### config.mk
export PLATFORM = sky130hd
export DESIGN_NAME = ram_stream_reader_flat
export DESIGN_NICKNAME = d
export VERILOG_FILES = /design/src/rtl/ram_reader_pkg.sv /design/src/rtl/ram_stream_reader_if.sv /design/src/rtl/ram_reader_fifo.sv /design/src/rtl/ram_stream_reader.sv /design/src/flat_wrapper.sv
export SDC_FILE = /design/constraint.sdc
export NUM_CORES = 1
export LEC_CHECK = 0
export ABC_CLOCK_PERIOD_IN_PS = 7400
export BUFFER_PORTS_ARGS = -buffer_cell sky130_fd_sc_hd__buf_2
export CAP_MARGIN = 20
export CORE_ASPECT_RATIO = 0.75
export CORE_UTILIZATION = 60
export CTS_CLUSTER_DIAMETER = 80
export DETAILED_ROUTE_END_ITERATION = 10
export PLACE_DENSITY = 0.8
export SLEW_MARGIN = 30
export SYNTH_ARGS = -nofsm -noshare
export SYNTH_HDL_FRONTEND = slang
export SYNTH_HIERARCHICAL = 1
export SYNTH_SLANG_ARGS = --single-unit
### constraint.sdc
create_clock -name clk -period 7.4 [get_ports clk]
set_clock_uncertainty 0.15 [all_clocks]
set_input_delay 0.37 -clock clk [delete_from_list [all_inputs] [get_ports clk]]
set_output_delay 0.37 -clock clk [all_outputs]
set_load 0.005 [all_outputs]
### src/rtl/ram_reader_pkg.sv
// Shared types and constants for the RAM stream reader.
// Optional feature macro: RAM_READER_LOOP_EN.
package ram_reader_pkg;

    typedef enum logic [1:0] {
        IDLE,
        READ,
        DRAIN,
        DONE
    } state_t;

    localparam int MIN_FIFO_DEPTH = 3;

    // Width of an occupancy counter able to hold 0..depth.
    function automatic int count_width(input int depth);
        return $clog2(depth + 1);
    endfunction

endpackage

### src/rtl/ram_stream_reader_if.sv
// Valid/ready output stream of the RAM stream reader, with a last-word marker.
interface ram_stream_reader_if #(
    parameter int DSIZE = 8
);
    logic [DSIZE-1:0] m_data;
    logic             m_valid;
    logic             m_ready;
    logic             m_last;

    modport master (output m_data, output m_valid, output m_last, input m_ready);
    modport slave  (input m_data, input m_valid, input m_last, output m_ready);

endinterface

### src/rtl/ram_reader_fifo.sv
// Synchronous first-word fall-through FIFO with occupancy output.
// The head entry drives rd_data directly from a register.
module ram_reader_fifo
    import ram_reader_pkg::*;
#(
    parameter int WIDTH = 9,
    parameter int DEPTH = 4,
    localparam int CW   = count_width(DEPTH)
) (
    input  logic             clk,
    input  logic             rst,
    input  logic             wr_en,
    input  logic [WIDTH-1:0] wr_data,
    input  logic             rd_en,
    output logic [WIDTH-1:0] rd_data,
    output logic             empty,
    output logic [CW-1:0]    count
);

    localparam int PW = $clog2(DEPTH);

    logic [WIDTH-1:0] mem [DEPTH];
    logic [PW-1:0]    wr_ptr;
    logic [PW-1:0]    rd_ptr;
    logic             do_read;

    function automatic logic [PW-1:0] bump(input logic [PW-1:0] p);
        return (p == PW'(DEPTH - 1)) ? '0 : p + PW'(1);
    endfunction

    assign do_read = rd_en && !empty;
    assign empty   = (count == '0);
    assign rd_data = mem[rd_ptr];

    // Storage is cleared on reset so the head reads as zero while idle.
    always_ff @(posedge clk) begin
        if (rst) begin
            for (int i = 0; i < DEPTH; i++) begin
                mem[i] <= '0;
            end
            wr_ptr <= '0;
            rd_ptr <= '0;
            count  <= '0;
        end else begin
            if (wr_en) begin
                mem[wr_ptr] <= wr_data;
                wr_ptr      <= bump(wr_ptr);
            end
            if (do_read) begin
                rd_ptr <= bump(rd_ptr);
            end
            case ({wr_en, do_read})
                2'b10:   count <= count + CW'(1);
                2'b01:   count <= count - CW'(1);
                default: count <= count;
            endcase
        end
    end

endmodule

### src/rtl/ram_stream_reader.sv
// Sweeps a block of RAM addresses and streams the words out with backpressure.
// Define RAM_READER_LOOP_EN to repeat the pass from base until stop is requested.
module ram_stream_reader
    import ram_reader_pkg::*;
#(
    parameter int DSIZE      = 8,
    parameter int ASIZE      = 10,
    parameter int FIFO_DEPTH = 4
) (
    input  logic                clk,
    input  logic                rst,
    input  logic                start,
    input  logic [ASIZE-1:0]    base,
    input  logic [ASIZE:0]      len,
    input  logic                stop,
    output logic                busy,
    output logic                done,
    output logic [ASIZE-1:0]    ram_addr,
    output logic                ram_en,
    input  logic [DSIZE-1:0]    ram_dout,
    ram_stream_reader_if.master strm
);

    localparam int CW = count_width(FIFO_DEPTH);

    if (FIFO_DEPTH < MIN_FIFO_DEPTH) begin : g_depth_check
        $error("ram_stream_reader: FIFO_DEPTH must be at least %0d", MIN_FIFO_DEPTH);
    end

    state_t         state;
    logic [ASIZE:0] remaining;
    logic           inflight_q;
    logic           final_q;
    logic [CW-1:0]  count;
    logic [CW:0]    occupancy;
    logic           fifo_empty;
    logic [DSIZE:0] head;
    logic           pop;
    logic           final_issue;
    logic           drain_done;

`ifdef RAM_READER_LOOP_EN
    logic [ASIZE-1:0] base_q;
    logic [ASIZE:0]   len_q;
    logic             stop_q;
`else
    wire unused_stop = stop;
`endif

    // Reads are throttled only by registered occupancy, never by m_ready.
    assign occupancy   = {1'b0, count} + {{CW{1'b0}}, inflight_q};
    assign ram_en      = (state == READ) && (occupancy < (CW+1)'(FIFO_DEPTH));
    assign final_issue = ram_en && (remaining == (ASIZE+1)'(1));

    assign pop        = !fifo_empty && strm.m_ready;
    assign drain_done = !inflight_q && ((count == '0) || ((count == CW'(1)) && pop));

    assign strm.m_valid = !fifo_empty;
    assign strm.m_data  = head[DSIZE-1:0];
    assign strm.m_last  = !fifo_empty && head[DSIZE];

    always_ff @(posedge clk) begin
        if (rst) begin
            state      <= IDLE;
            busy       <= 1'b0;
            done       <= 1'b0;
            ram_addr   <= '0;
            remaining  <= '0;
            inflight_q <= 1'b0;
            final_q    <= 1'b0;
`ifdef RAM_READER_LOOP_EN
            base_q     <= '0;
            len_q      <= '0;
            stop_q     <= 1'b0;
`endif
        end else begin
            inflight_q <= ram_en;
            final_q    <= final_issue;
            done       <= 1'b0;
            case (state)
                IDLE: begin
                    if (start) begin
                        busy      <= 1'b1;
                        ram_addr  <= base;
                        remaining <= len;
`ifdef RAM_READER_LOOP_EN
                        base_q    <= base;
                        len_q     <= len;
                        stop_q    <= 1'b0;
`endif
                        if (len == '0) begin
                            state <= DONE;
                            done  <= 1'b1;
                        end else begin
                            state <= READ;
                        end
                    end
                end
                READ: begin
`ifdef RAM_READER_LOOP_EN
                    if (stop) begin
                        stop_q <= 1'b1;
                    end
`endif
                    if (ram_en) begin
                        ram_addr  <= ram_addr + ASIZE'(1);
                        remaining <= remaining - (ASIZE+1)'(1);
                        if (final_issue) begin
`ifdef RAM_READER_LOOP_EN
                            // A stop seen this pass, or right now, ends at this pass.
                            if (stop_q || stop) begin
                                state <= DRAIN;
                            end else begin
                                ram_addr  <= base_q;
                                remaining <= len_q;
                            end
`else
                            state <= DRAIN;
`endif
                        end
                    end
                end
                DRAIN: begin
                    if (drain_done) begin
                        state <= DONE;
                        done  <= 1'b1;
                    end
                end
                DONE: begin
                    state <= IDLE;
                    busy  <= 1'b0;
                end
                default: state <= IDLE;
            endcase
        end
    end

    ram_reader_fifo #(
        .WIDTH (DSIZE + 1),
        .DEPTH (FIFO_DEPTH)
    ) u_fifo (
        .clk     (clk),
        .rst     (rst),
        .wr_en   (inflight_q),
        .wr_data ({final_q, ram_dout}),
        .rd_en   (pop),
        .rd_data (head),
        .empty   (fifo_empty),
        .count   (count)
    );

endmodule

### src/flat_wrapper.sv
// flat-port wrapper written by rule: the top's interface ports become plain ports
module ram_stream_reader_flat import ram_reader_pkg::*;
#(
    parameter int DSIZE      = 8,
    parameter int ASIZE      = 10,
    parameter int FIFO_DEPTH = 4
)
  (clk, rst, start, base, len, stop, busy, done, ram_addr, ram_en, ram_dout, strm_m_data, strm_m_valid, strm_m_last, strm_m_ready);
  ram_stream_reader_if #(.DSIZE(DSIZE)) strm_i ();
  input  logic clk;
  input  logic rst;
  input  logic start;
  input  logic [ASIZE-1:0] base;
  input  logic [ASIZE:0] len;
  input  logic stop;
  output logic busy;
  output logic done;
  output logic [ASIZE-1:0] ram_addr;
  output logic ram_en;
  input  logic [DSIZE-1:0] ram_dout;
  output wire logic [$bits(strm_i.m_data)-1:0] strm_m_data;
  output wire logic [$bits(strm_i.m_valid)-1:0] strm_m_valid;
  output wire logic [$bits(strm_i.m_last)-1:0] strm_m_last;
  input wire logic [$bits(strm_i.m_ready)-1:0] strm_m_ready;
  assign strm_m_data = strm_i.m_data;
  assign strm_m_valid = strm_i.m_valid;
  assign strm_m_last = strm_i.m_last;
  assign strm_i.m_ready = strm_m_ready;
  ram_stream_reader #(.DSIZE(DSIZE), .ASIZE(ASIZE), .FIFO_DEPTH(FIFO_DEPTH)) u_core (.clk(clk), .rst(rst), .start(start), .base(base), .len(len), .stop(stop), .busy(busy), .done(done), .ram_addr(ram_addr), .ram_en(ram_en), .ram_dout(ram_dout), .strm(strm_i));
endmodule
==> Word-level counts from Yosys, hierarchy flattened <==
Memories as Yosys holds them, arrays and structs flattened. A register that Yosys moved wholly into a read port is not among the register bits.
Cells that the tools add are included.
{ "classes": {"reduce_logical": 20, "n_eq_ne": 13, "addsub": 7, "n_lt_le_gt_ge": 1, "n_mux": 31} }
{ "op_table": {"columns": ["cell", "count"], "rows": [
  ["two-way mux 11 bit", 2],
  ["case mux 11 bit (2 select lines)", 1],
  ["two-way mux 10 bit", 2],
  ["two-way mux 2 bit", 10],
  ["case mux 10 bit (2 select lines)", 1],
  ["equality test 11 x 1 -> 1 bit (second input constant)", 1],
  ["zero test 11 bit", 1],
  ["subtractor 11 x 1 -> 11 bit (second input constant)", 1],
  ["adder 10 x 1 -> 10 bit (second input constant)", 1],
  ["equality test 2 bit (second input constant)", 5],
  ["two-way mux 1 bit", 10],
  ["two-way mux 9 bit", 1],
  ["OR reduction 9 bit", 1],
  ["case mux 2 bit (4 select lines)", 1],
  ["logical AND 1 bit", 7],
  ["!= test 2 x 1 -> 1 bit (second input constant)", 3],
  ["case mux 3 bit (2 select lines)", 1],
  ["nonzero test 2 bit", 3],
  ["adder 2 x 1 -> 2 bit (second input constant)", 2],
  ["adder 3 x 1 -> 4 bit", 1],
  ["equality test 2 x 1 -> 1 bit (second input constant)", 2],
  ["less-than comparator 4 x 3 -> 1 bit (second input constant)", 1],
  ["case mux 1 bit (2 select lines)", 2],
  ["AND reduction 4 bit", 1],
  ["other kinds (10)", 11]
]} }
{ "word_totals": {"ramBits": 36, "regBits": 34, "n_memories": 1, "out_inout_bits": 23} }
{ "memory_table": {"columns": ["memory", "depth", "width", "rd", "rd_clocked_by_memory_dff", "wr", "line_no", "text"], "rows": [
  ["u_core.u_fifo.mem", 4, 9, 1, 1, 4, "ram_reader_fifo.sv:22", "logic [WIDTH-1:0] mem [DEPTH];"]
]} }

==> Depth between registers and ports, before layout <==
Gate-level depths: netlist of the first run.
{ "logic_depth": {"depth_word": 8, "depth_mapped": 10} }

==> Hierarchy <==
Netlist of the first run, hierarchy kept.
{ "modules_own_cells": {"columns": ["module", "cells_per_inst", "area_each_um2", "instances"], "rows": [
  ["ram_reader_fifo", 132, 2014.4, 1],
  ["ram_stream_reader", 225, 1789.2, 1]
]} }

==> Worst setup path after synthesis of the first run <==
OpenSTA, ideal clock, no wires.
{ "synth_path": {"kind": "reg2reg", "from": "reg u_core.u_fifo.count[0]", "to": "reg u_core.u_fifo.count[2]", "synth_period_minus_slack_ps": 2359, "slack_ps": 5041, "path_buffers": 0, "path_stages_with_launch": 11, "arrival_ps": 2139, "required_ps": 7180, "path_cell_list": "dfxtp_1 -> nor3_1 -> nor2b_1 -> o31ai_4 -> inv_1 -> ha_1 -> inv_1 -> fa_1 -> xor2_1 -> or3_1 -> a21oi_1"} }
{ "synth_via": {"elab_chain_cells": 6} }
{ "synth_rtl": {"columns": ["item", "line_no", "text"], "rows": [
  ["from (decl)", "ram_reader_fifo.sv:17", "output logic [CW-1:0] count"],
  ["from (signal assigned)", "ram_reader_fifo.sv:53", "2'b10: count <= count + CW'(1);"],
  ["from (signal assigned)", "ram_reader_fifo.sv:54", "2'b01: count <= count - CW'(1);"],
  ["from (signal assigned)", "ram_reader_fifo.sv:55", "default: count <= count;"],
  ["zero test 3 bit *", "ram_reader_fifo.sv:32", "assign empty = (count == '0);"],
  ["via u_core.fifo_empty", "ram_stream_reader.sv:36", "logic fifo_empty;"],
  ["zero test 1 bit *", "ram_stream_reader.sv:55", "assign pop = !fifo_empty && strm.m_ready;"],
  ["logical AND 1 bit *", "ram_stream_reader.sv:55", null],
  ["via u_core.pop", "ram_stream_reader.sv:38", "logic pop;"],
  ["logical AND 1 bit *", "ram_reader_fifo.sv:31", "assign do_read = rd_en && !empty;"],
  ["equality test 2 x 1 -> 1 bit or equality test 2 bit (tied branches)", "ram_reader_fifo.sv:52", "case ({wr_en, do_read})"],
  ["case mux 3 bit (2 select lines) or nonzero test 2 bit (tied branches)", null, null]
]} }
The timed path passes the listed nets; every way through them passes the cells marked *.
A chain may end at the register's enable or synchronous reset.

==> Final worst setup path of the first run <==
{ "layout_path": {"from": "reg u_core.state[1]", "to": "reg u_core.ram_addr[8]"} }
{ "layout_via": {"elab_chain_cells": 4} }
{ "layout_rtl": {"columns": ["item", "line_no", "text"], "rows": [
  ["from (decl)", "ram_stream_reader.sv:30", "state_t state;"],
  ["from (signal assigned)", "ram_stream_reader.sv:64", "state <= IDLE;"],
  ["from (signal assigned)", "ram_stream_reader.sv:92", "state <= DONE;"],
  ["from (signal assigned)", "ram_stream_reader.sv:95", "state <= READ;"],
  ["equality test 2 x 1 -> 1 bit", "ram_stream_reader.sv:52, ram_stream_reader.sv:80", null],
  ["logical AND 1 bit", "ram_stream_reader.sv:52", "assign ram_en = (state == READ) && (occupancy < (CW+1)'(FIFO_DEPTH));"],
  ["!= test 2 x 1 -> 1 bit (no source line)", null, null],
  ["AND reduction 3 bit (no source line)", null, null],
  ["to (signal assigned)", "ram_stream_reader.sv:84", "ram_addr <= base;"],
  ["to (signal assigned)", "ram_stream_reader.sv:106", "ram_addr <= ram_addr + ASIZE'(1);"],
  ["to (decl)", "ram_stream_reader.sv:18", "output logic [ASIZE-1:0] ram_addr,"]
]} }
Several ways; a longest one is shown, not always the timed one.

==> reports/metrics.csv, run 1 <==
metric,value,unit
# resized after CTS,0,
Hold Path Depth,3,
power density cells,319,mW/mm^2
R2R cell count,7,
layout cells sized above 1,24.9,%
Final #Nets,454,
die height,71.0,um
largest net degree at the start of global routing,43,
top cell type's share of synthesized area,28.4,%
crit path DAT,3.00,ns
type of origin of the critical path,register,
Tightest Pin Transition,0.887,ns
Overall Global Routing Usage,27.2,%
x dimension of the die,93.9,um
Post-Place Cell Area,0.00412,mm^2
"most used cell, CP",inv_1,
Clock power frac,25.4,%
Worst slew margin,40.5,%
Initial Utilization,63.7,%
fmax,347,MHz
dpl ws,4.63,ns
die area,0.00667,mm^2
Synth Flop Type,edfxtp_1,
RSZ-0062 raised after global routing,no,
DR WL/cell,16.6,um
num ports,57,
routability cong.,0.869,
DRC,0,
share of flip-flops with an asynchronous set or reset,0,%
Synth area leaders,"edfxtp_1 (28%), dfxtp_1 (19%), and2_1 (5.9%), mux4_2 (5.3%), ha_1 (3.3%)",
MaxCap Viol Count,0,
Seq pwr share,40.3,%
"area leader, netlist",edfxtp_1,
Rows,24,
Switch Pwr,0.000502,W
via count,2930,
cell-internal power,0.000886,W
leakage,1.71,nW
Net Sw Frac,36.1,%
Clock Path Buffers,2,
number of buffers created by CTS,9,
status,"finished, final reports clean",
"EDFF count, synth",36,
R2R Setup Slk,4.52,ns
Final WS setup,4.52,ns
CP max stage delay,0.83,ns
Max Slew Vio Count,0,
Antenna Violating Nets Remaining,0,
root buffer cell,clkbuf_8,
worst-path fanout max,38,
dpl hpwl,5.70,mm
grt total ovfl,0,
synth-to-layout area growth,14.3,%
Sink Count,72,
CTS H-Tree Depth,3,
DRT iter0 DRCs,260,
antenna fix cells,0,
Worst Setup SP,u_core/state[1],
TritonCTS clock tree,yes,
R2R Path Start,u_core/state[1],
CP Cell Sequence,inv_1 -> ha_1 -> buf_4 -> inv_1 -> o21ai_1 -> o21ai_0 -> a21oi_1,
min-delay worst type,in2reg,
Setup TNS,0,ns
vias per inst,5.96,
final worst path period share,38.9,%
Crit. End Element,register,
syn_nets,402,
core area,0.00598,mm^2
critical path type,reg2reg,
first-pass GRT wire length,13.7,mm
final hold viol count,0,
Clock Latency Late Sink,0.34,ns
Yosys reg bits,72,
Port Buffers,55,
register area share after synthesis,47.4,%
Netlist cell types,65,
Syn Std Cell Area,0.00380,mm^2
Comb pwr share,34.3,%
CP required,7.52,ns
Post-CTS Setup Bufs,0,
Post-Syn Instances,357,
Final setup viols,0,
initial antenna violation count,0,
hold-fix buffer count after cts,0,
Worst Setup EP,u_core/ram_addr[8],
crit path time final,2.88,ns
Fill cells,443,
Synth Warn #,6,
vias in the first global route,2804,
clk slew on worst S/H paths,0.08,ns
worst r2r dst,u_core/ram_addr[8],
Max rail drop VDD,196,uV
Post-Route WL,8.19,mm
design area,0.00435,mm^2
Mapped Avg Cell Area,10.7,um^2
DR pass1 iterations,4,
CP max-delay cell,o21ai_1,
Worst Hold Slack,0.155,ns
-- flip-flops by register name, indices dropped and copies added, names as in the netlist, named ones only --
name,cells
u_core/u_fifo/mem,36
u_core/remaining,11
u_core/ram_addr,10
u_core/u_fifo/count,3
u_core/state,2
u_core/u_fifo/rd_ptr,2
u_core/u_fifo/wr_ptr,2
u_core/busy,1
u_core/done,1
u_core/final_q,1
u_core/inflight_q,1
-- layout make-up --
cell class | count | area [um^2] | area share [%]
well taps | 78 | 97.6 | 2.24
inverters | 17 | 63.8 | 1.47
clock buffers | 11 | 153 | 3.51
multi-input cells | 253 | 1870 | 43.1
flip-flops and latches | 72 | 1800 | 41.4
repair buffers | 56 | 283 | 6.50
clock inverters | 5 | 77.6 | 1.78
-- cell families (layout without fill, tap and decap cells) --
logic type	after synthesis	in the layout	synth area share, %
AOI/OAI and AO/OA	77	77	14.3
muxes	16	16	7.37
xor gates and xnor gates	2	2	0.461
DFF	72	72	47.4
buffers and inverters	32	89	3.42
and+or+nand+nor	147	147	23.2
adders and majority gates	11	11	3.82
-- metrics by stage --
stage / utilization (%) / power (W) / cells
after floorplan: - / 0.000906 / 357
after global placement: 68.9 / 0.00102 / 476
after detailed placement: 68.9 / 0.00103 / 476
after CTS: 72.8 / 0.00138 / 492
after global routing: 72.8 / 0.00147 / 492
final: 72.8 / 0.00139 / 492
-- how the worst min path moves through the flow --
stage,slack [ns],endpoint,start
after floorplan,0.29,u_core/remaining[1],u_core/remaining[1]
after global placement,0.32,u_core/remaining[1],u_core/remaining[1]
after detailed placement,0.33,u_core/busy,u_core/busy
after CTS,0.15,u_core/ram_addr[0],base[0]
after global routing,0.15,u_core/ram_addr[0],base[0]
final,0.15,u_core/ram_addr[0],base[0]
-- layer usage --
| metal | track usage, % | wire (um) |
|---|---|---|
| met3 | 6.13 | 428 |
| met5 | 0 | 0 |
| met1 | 38.8 | 3850 |
| met4 | 8.38 | 83 |
| met2 | 41.6 | 3830 |
-- power groups by stage --
stage / Combinational, W / Clock, W / Sequential, W
after global routing: 0.000526 / 0.000373 / 0.000568
after CTS: 0.000469 / 0.000358 / 0.000558
final: 0.000476 / 0.000352 / 0.000560
after floorplan: 0.000354 / 0 / 0.000551
after detailed placement: 0.000465 / 0 / 0.000567
after global placement: 0.000454 / 0 / 0.000562
-- critical path, delay by kind of cell, from the launching register on --
family | cells | cell delay (ns)
buffers and inverters | 3 | 0.91
adders and majority gates | 1 | 0.15
DFF | 1 | 0.33
AOI/OAI and AO/OA | 3 | 1.25
-- synthesized netlist by cell type, types with 3 or more instances --
cell type   n
a21oi_1    23
a311oi_1    3
a31oi_1     4
and2_1     36
and3_1      3
buf_2       8
clkbuf_1    6
dfxtp_1    36
edfxtp_1   36
ha_1       10
inv_1      17
mux2i_1     3
mux4_2      9
nand2_1    21
nand2b_1    3
nand3_1     9
nand4_1     4
nor2_1     23
nor2b_1    10
nor3_1      7
nor4_1      6
o21ai_0    14
o2bb2ai_1   3
or2_2       5
or3_1       4
-- placed cells by master, fill, tap and decap left out, drive strengths merged, types with 3 or more instances in the layout --
cell     synthesis  layout
nor3b            4       4
nor2            24      24
a21oi           24      24
mux2i            4       4
buf              9      56
edfxtp          36      36
nand4            4       4
nor2b           10      10
and3             3       3
dfxtp           36      36
clkinv           0       3
or3              4       4
o21ai           15      15
o311ai           3       3
mux4             9       9
mux2             3       3
a31oi            5       5
inv             17      17
nor4             8       8
clkbuf           6      11
o2bb2ai          3       3
and2            36      36
ha              10      10
or2              5       5
nand2           21      21
a311oi           3       3
nor3             8       8
nand2b           4       4
nand3           10      10
No activity file was read; power rests on OpenSTA's default activity.
==> inputs of run 2 (changes only) <==
- ABC_CLOCK_PERIOD_IN_PS: 7400 -> 2700
- CORE_UTILIZATION: 60 -> 57
- PLACE_DENSITY: 0.8 -> 0.77
- clock period: 7.4 -> 2.7 ns (I/O delays scaled with it)
==> reports/metrics.csv, run 2 (same netlist as run 1, synthesis figures left out) <==
metric,value,unit,change
crit path DAT,2.40,ns,-0.60 ns
DR WL/cell,16.5,um,-1.1%
core area,0.00638,mm^2,+6.8%
Overall Global Routing Usage,27.2,%,about the same
num ports,57,,unchanged
Max rail drop VDD,539,uV,+170%
routability cong.,0.842,,-3.1%
Final #Nets,483,,+6.4%
Initial Utilization,59.6,%,-4.0 points
Hold Path Depth,4,,+1
Sink Count,72,,unchanged
R2R cell count,10,,+3
MaxCap Viol Count,0,,unchanged
DR pass1 iterations,5,,+1
"Buf+Inv Stages, Crit Path",2,,-1
critical path type,reg2reg,,
min-delay worst type,in2reg,,
DRT iter0 DRCs,215,,-17%
Max Slew Vio Count,0,,unchanged
crit path time final,2.27,ns,-0.612 ns
via count,3117,,+6.4%
Post-Route WL,8.63,mm,+5.4%
Final setup viols,0,,unchanged
initial antenna violation count,0,,unchanged
clk slew on worst S/H paths,0.08,ns,about the same
first-pass GRT wire length,14.1,mm,+3.0%
CTS H-Tree Depth,3,,unchanged
antenna fix cells,0,,unchanged
x dimension of the die,96.3,um,+2.5%
vias in the first global route,2851,,+1.7%
vias per inst,5.95,,-0.11%
Crit. End Element,register,,
number of buffers created by CTS,9,,unchanged
Net Sw Frac,34.7,%,-1.4 points
root buffer cell,clkbuf_8,,
Worst Hold Slack,0.0216,ns,-0.133 ns
DRC,0,,unchanged
CP required,2.84,ns,-4.68 ns
Worst slew margin,61.5,%,+21 points
Clock power frac,27.5,%,+2.1 points
"commonest non-fill, non-tap cell in the layout",buf_2,,
Switch Pwr,0.00140,W,+180%
synth-to-layout area growth,22.2,%,
layout cells sized above 1,25.3,%,+0.40 points
Tightest Pin Transition,0.571,ns,-0.316 ns
RSZ-0062 raised after global routing,no,,
worst r2r dst,u_core/u_fifo/count[2],,
final hold viol count,0,,unchanged
type of origin of the critical path,register,,
Reg with most FFs,u_core/u_fifo/mem,,
largest net degree at the start of global routing,42,,-2.3%
Antenna Violating Nets Remaining,0,,unchanged
Setup TNS,0,ns,unchanged
"commonest non-fill, non-tap cells in the layout","buf_2 (55), dfxtp_1 (36), and2_1 (36), edfxtp_1 (36)",,
grt total ovfl,0,,unchanged
power density cells,867,mW/mm^2,+170%
max FFs per register,36,,unchanged
largest registers,"u_core/u_fifo/mem: 36 flops, u_core/remaining: 11 flops, u_core/ram_addr: 10 flops",,
TritonCTS clock tree,yes,,
R2R Path Start,u_core/u_fifo/count[2],,
fmax,441,MHz,+27%
cell-internal power,0.00263,W,+200%
die area,0.00701,mm^2,+5.1%
Rows,25,,+4.2%
worst hold path endpoint,u_core/remaining[2],,
Port Buffers,55,,unchanged
CP Cell Sequence,nor3_1 -> nor2b_1 -> o31ai_4 -> inv_1 -> ha_1 -> inv_1 -> fa_1 -> xor2_1 -> or3_1 -> a21oi_1,,
Seq pwr share,37.7,%,-2.6 points
Comb pwr share,34.8,%,+0.5 points
status,"finished, final reports clean",,
CP max-delay cell,fa_1,,
die height,72.7,um,+2.5%
"most used cell, CP",inv_1,,
Clock Latency Late Sink,0.35,ns,about the same
worst-path fanout max,4,,-89%
CP top delay family,simple AND/OR/NAND/NOR gates,,
Clock Path Buffers,2,,unchanged
final worst path period share,83.9,%,+45 points
dpl hpwl,5.79,mm,+1.5%
HP Start,len[2],,
R2R Setup Slk,0.43,ns,-4.09 ns
CP max stage delay,0.37,ns,-0.46 ns
leakage,1.85,nW,+8.3%
-- run 2: cell types whose count changed in the layout (fill, tap and decap cells not counted), sizes merged --
cell         previous run  this run
dlygate4sd3             0        20
buf                    56        65
bufinv                  2         4
clkinv                  3         1
-- run 2: worst min-delay path, delay by kind of cell --
kind,cells,cell delay (ns)
AND/OR/NAND/NOR,1,0.06
buffers and inverters,1,0.11
AO/OA/AOI/OAI,2,0.16
-- run 2: cell type report --
class                   count  area, um^2
fillers                   479        1730
clock inverters             5         129
repair buffers             85         551
multi-input cells         253        1870
well taps                  81         101
flip-flops and latches     72        1800
clock buffers              11         131
inverters                  17        63.8
-- run 2: how the worst max path moves through the flow --
stage                           start                endpoint  depth (start not counted)
6_report       u_core/u_fifo/count[2]  u_core/u_fifo/count[2]                         10
5_1_grt        u_core/u_fifo/count[1]  u_core/u_fifo/count[2]                         10
4_1_cts        u_core/u_fifo/count[2]  u_core/u_fifo/count[2]                         10
3_5_place_dp   u_core/u_fifo/count[2]  u_core/u_fifo/count[2]                         10
3_3_place_gp   u_core/u_fifo/count[2]  u_core/u_fifo/count[2]                         10
2_1_floorplan  u_core/u_fifo/count[0]  u_core/u_fifo/count[2]                         10
-- run 2: power by group through the flow --
stage               clock network, W  logic [W]  registers [W]
detailed placement                 0    0.00136        0.00154
floorplan                          0   0.000971        0.00151
global route                 0.00118    0.00156        0.00155
CTS                          0.00113    0.00139        0.00152
global placement                   0    0.00132        0.00152
finish                       0.00111    0.00140        0.00152
-- run 2: routing by layer --
| layer | vias to the layer above | track usage, % | routed length (um) |
|---|---|---|---|
| met5 | - | 0 | 0 |
| met4 | 0 | 7.84 | 112 |
| met3 | 12 | 6.15 | 623 |
| met2 | 125 | 41.7 | 4010 |
| met1 | 1487 | 38.9 | 3880 |
| li1 | 1493 | - | - |
-- run 2: timing repair --
item / 4_1_cts / 5_1_grt
buffers inserted: 0 / 0
endpoints found under the hold margin: 44 / 0
hold buffers: 20 / 0
resized for setup: 0 / 0
-- run 2: metrics by stage --
step           std cells  setup WS [ns]  util, %  total power (W)  instance area (um^2)
6_report             524          0.434     72.9          0.00403                  4650
5_1_grt              524          0.253     72.9          0.00428                  4650
4_1_cts              524          0.425     72.9          0.00403                  4650
3_5_place_dp         488          0.460     65.6          0.00289                  4190
3_3_place_gp         488          0.489     65.6          0.00284                  4190
2_1_floorplan        357          0.341        -          0.00248                  3800
==> inputs of run 3 (changes only) <==
- ABC_CLOCK_PERIOD_IN_PS: 2700 -> 2200
- clock period: 2.7 -> 2.2 ns (I/O delays scaled with it)
==> reports/metrics.csv, run 3 (same netlist as run 1, synthesis figures left out) <==
metric,value,unit,change
power density cells,1010,mW/mm^2,+16%
final hold viol count,0,,unchanged
number of buffers created by CTS,9,,unchanged
"commonest non-fill, non-tap cell in the layout",buf_2,,
num ports,57,,unchanged
synth-to-layout area growth,24.9,%,
Switch Pwr,0.00178,W,+27%
first-pass GRT wire length,14.4,mm,+1.7%
Fill cells,446,,-6.9%
DRT iter0 DRCs,170,,-21%
clk slew on worst S/H paths,0.08,ns,about the same
Initial Utilization,59.6,%,unchanged
Post-Route WL,8.85,mm,+2.5%
worst-path fanout max,2,,-2
grt total ovfl,0,,unchanged
CTS H-Tree Depth,3,,unchanged
Worst slew margin,67.4,%,+5.9 points
x dimension of the die,96.3,um,unchanged
antenna fix cells,0,,unchanged
die area,0.00701,mm^2,unchanged
root buffer cell,clkbuf_8,,
type of origin of the critical path,register,,
CP max-delay cell,dfxtp_4,,
Comb pwr share,39.6,%,+4.8 points
leakage,1.88,nW,+2.0%
R2R Path Start,u_core/u_fifo/count[2],,
Setup TNS,0,ns,unchanged
vias in the first global route,3002,,+5.3%
Antenna Violating Nets Remaining,0,,unchanged
Sink Count,72,,unchanged
CP required,2.32,ns,-0.52 ns
Crit. End Element,register,,
largest net degree at the start of global routing,42,,unchanged
Clock Path Buffers,2,,unchanged
cell-internal power,0.00300,W,+14%
layout cells sized above 1,29.4,%,+4.1 points
crit path time final,2.12,ns,-0.142 ns
Hold Path Depth,4,,unchanged
TritonCTS clock tree,yes,,
MaxCap Viol Count,0,,unchanged
core area,0.00638,mm^2,unchanged
Clock Latency Late Sink,0.34,ns,about the same
Final Instance Count excl. Fillers,540,,+3.1%
DRC,0,,unchanged
Post-Place Cell Area,0.00431,mm^2,+2.8%
min-delay worst type,in2reg,,
fmax,471,MHz,+6.7%
Final Power,0.00478,W,+18%
Worst Setup SP,u_core/u_fifo/count[2],,
via count,3171,,+1.7%
final worst path period share,96.5,%,+13 points
Reg with most FFs,u_core/u_fifo/mem,,
largest registers,"u_core/u_fifo/mem: 36 flops, u_core/remaining: 11 flops, u_core/ram_addr: 10 flops",,
Overall Global Routing Usage,27.3,%,+0.14 points
"commonest non-fill, non-tap cells in the layout","buf_2 (55), and2_1 (36), edfxtp_1 (36), dfxtp_1 (33)",,
Seq pwr share,38.7,%,+1.0 points
Clock power frac,21.7,%,-5.8 points
CP Cell Sequence,nor3_2 -> nor2b_2 -> o31ai_4 -> inv_1 -> ha_2 -> inv_1 -> fa_2 -> xor2_1 -> or3_1 -> a21oi_2,,
Final WS setup,0.0760,ns,-0.358 ns
initial antenna violation count,0,,unchanged
Final #Nets,499,,+3.3%
status,"finished, final reports clean",,
HP Start,base[6],,
dpl cells,501,,+2.7%
crit path DAT,2.24,ns,-0.16 ns
Post-CTS Setup Bufs,0,,unchanged
"most used cell, CP",inv_1,,
routability cong.,0.858,,+1.9%
RSZ-0062 raised after global routing,yes,,
design area,0.00475,mm^2,+2.2%
Max Slew Vio Count,0,,unchanged
die height,72.7,um,unchanged
Final setup viols,0,,unchanged
Rows,25,,unchanged
dpl ws,0.0283,ns,-0.431 ns
Max rail drop VDD,621,uV,+15%
dpl hpwl,5.97,mm,+3.2%
Port Buffers,55,,unchanged
DR pass1 iterations,5,,unchanged
Tightest Pin Transition,0.484,ns,-0.0864 ns
vias per inst,5.87,,-1.3%
CP max stage delay,0.36,ns,about the same
max FFs per register,36,,unchanged
critical path type,reg2reg,,
DR WL/cell,16.4,um,-0.55%
Net Sw Frac,37.3,%,+2.6 points
R2R cell count,10,,unchanged
run 3: layout make-up:
| class | count | area [um^2] | area share, % |
|---|---|---|---|
| Multi-Input combinational cell | 253 | 1900 | 40.0 |
| Sequential cell | 72 | 1810 | 38.2 |
| Timing Repair Buffer | 101 | 678 | 14.3 |
| Clock buffer | 10 | 128 | 2.69 |
| Tap cell | 81 | 101 | 2.13 |
| Clock inverter | 6 | 68.8 | 1.45 |
| Inverter | 17 | 63.8 | 1.34 |
run 3: stage by stage:
stage / hold WS [ns] / utilization [%]
finish: 0.0540 / 74.5
CTS: 0.0391 / 74.2
global placement: 0.246 / 67.5
global route: 0.0867 / 74.5
detailed placement: 0.246 / 67.5
floorplan: 0.119 / -
run 3: critical path, delay by kind of cell, from the launching register on:
family / cells / cell delay, ns
compound gates: 2 / 0.23
buf+inv: 2 / 0.12
flops: 1 / 0.36
simple gates: 3 / 0.54
fa+ha+maj: 2 / 0.51
xor+xnor: 1 / 0.15
run 3: path summary, 6_finish.rpt:
check / end / slack [ns]
worst min-delay path: u_core/ram_addr[6] / 0.05
worst max-delay path: u_core/u_fifo/count[2] / 0.08
worst max register to register: u_core/u_fifo/count[2] / 0.08
worst min register to register: u_core/remaining[1] / 0.32
run 3: timing repair:
item,CTS,global route
setup endpoints to repair,0,4
hold endpoints to repair,47,0
resized for setup,0,4
hold buffers,23,0
run 3: routing by layer:
metal	global-route usage (%)	part of all wire, %
met1	38.4	46
met2	42.2	47
met3	6.67	6.4
met4	7.84	1.5
met5	0	0
run 3: power groups by stage:
| stage | Clock, W | Sequential (W) | Combinational, W |
|---|---|---|---|
| floorplan | 0 | 0.00186 | 0.00120 |
| global placement | 0 | 0.00186 | 0.00175 |
| detailed placement | 0 | 0.00187 | 0.00179 |
| CTS | 0.00106 | 0.00184 | 0.00184 |
| global route | 0.00112 | 0.00188 | 0.00208 |
| finish | 0.00104 | 0.00185 | 0.00189 |
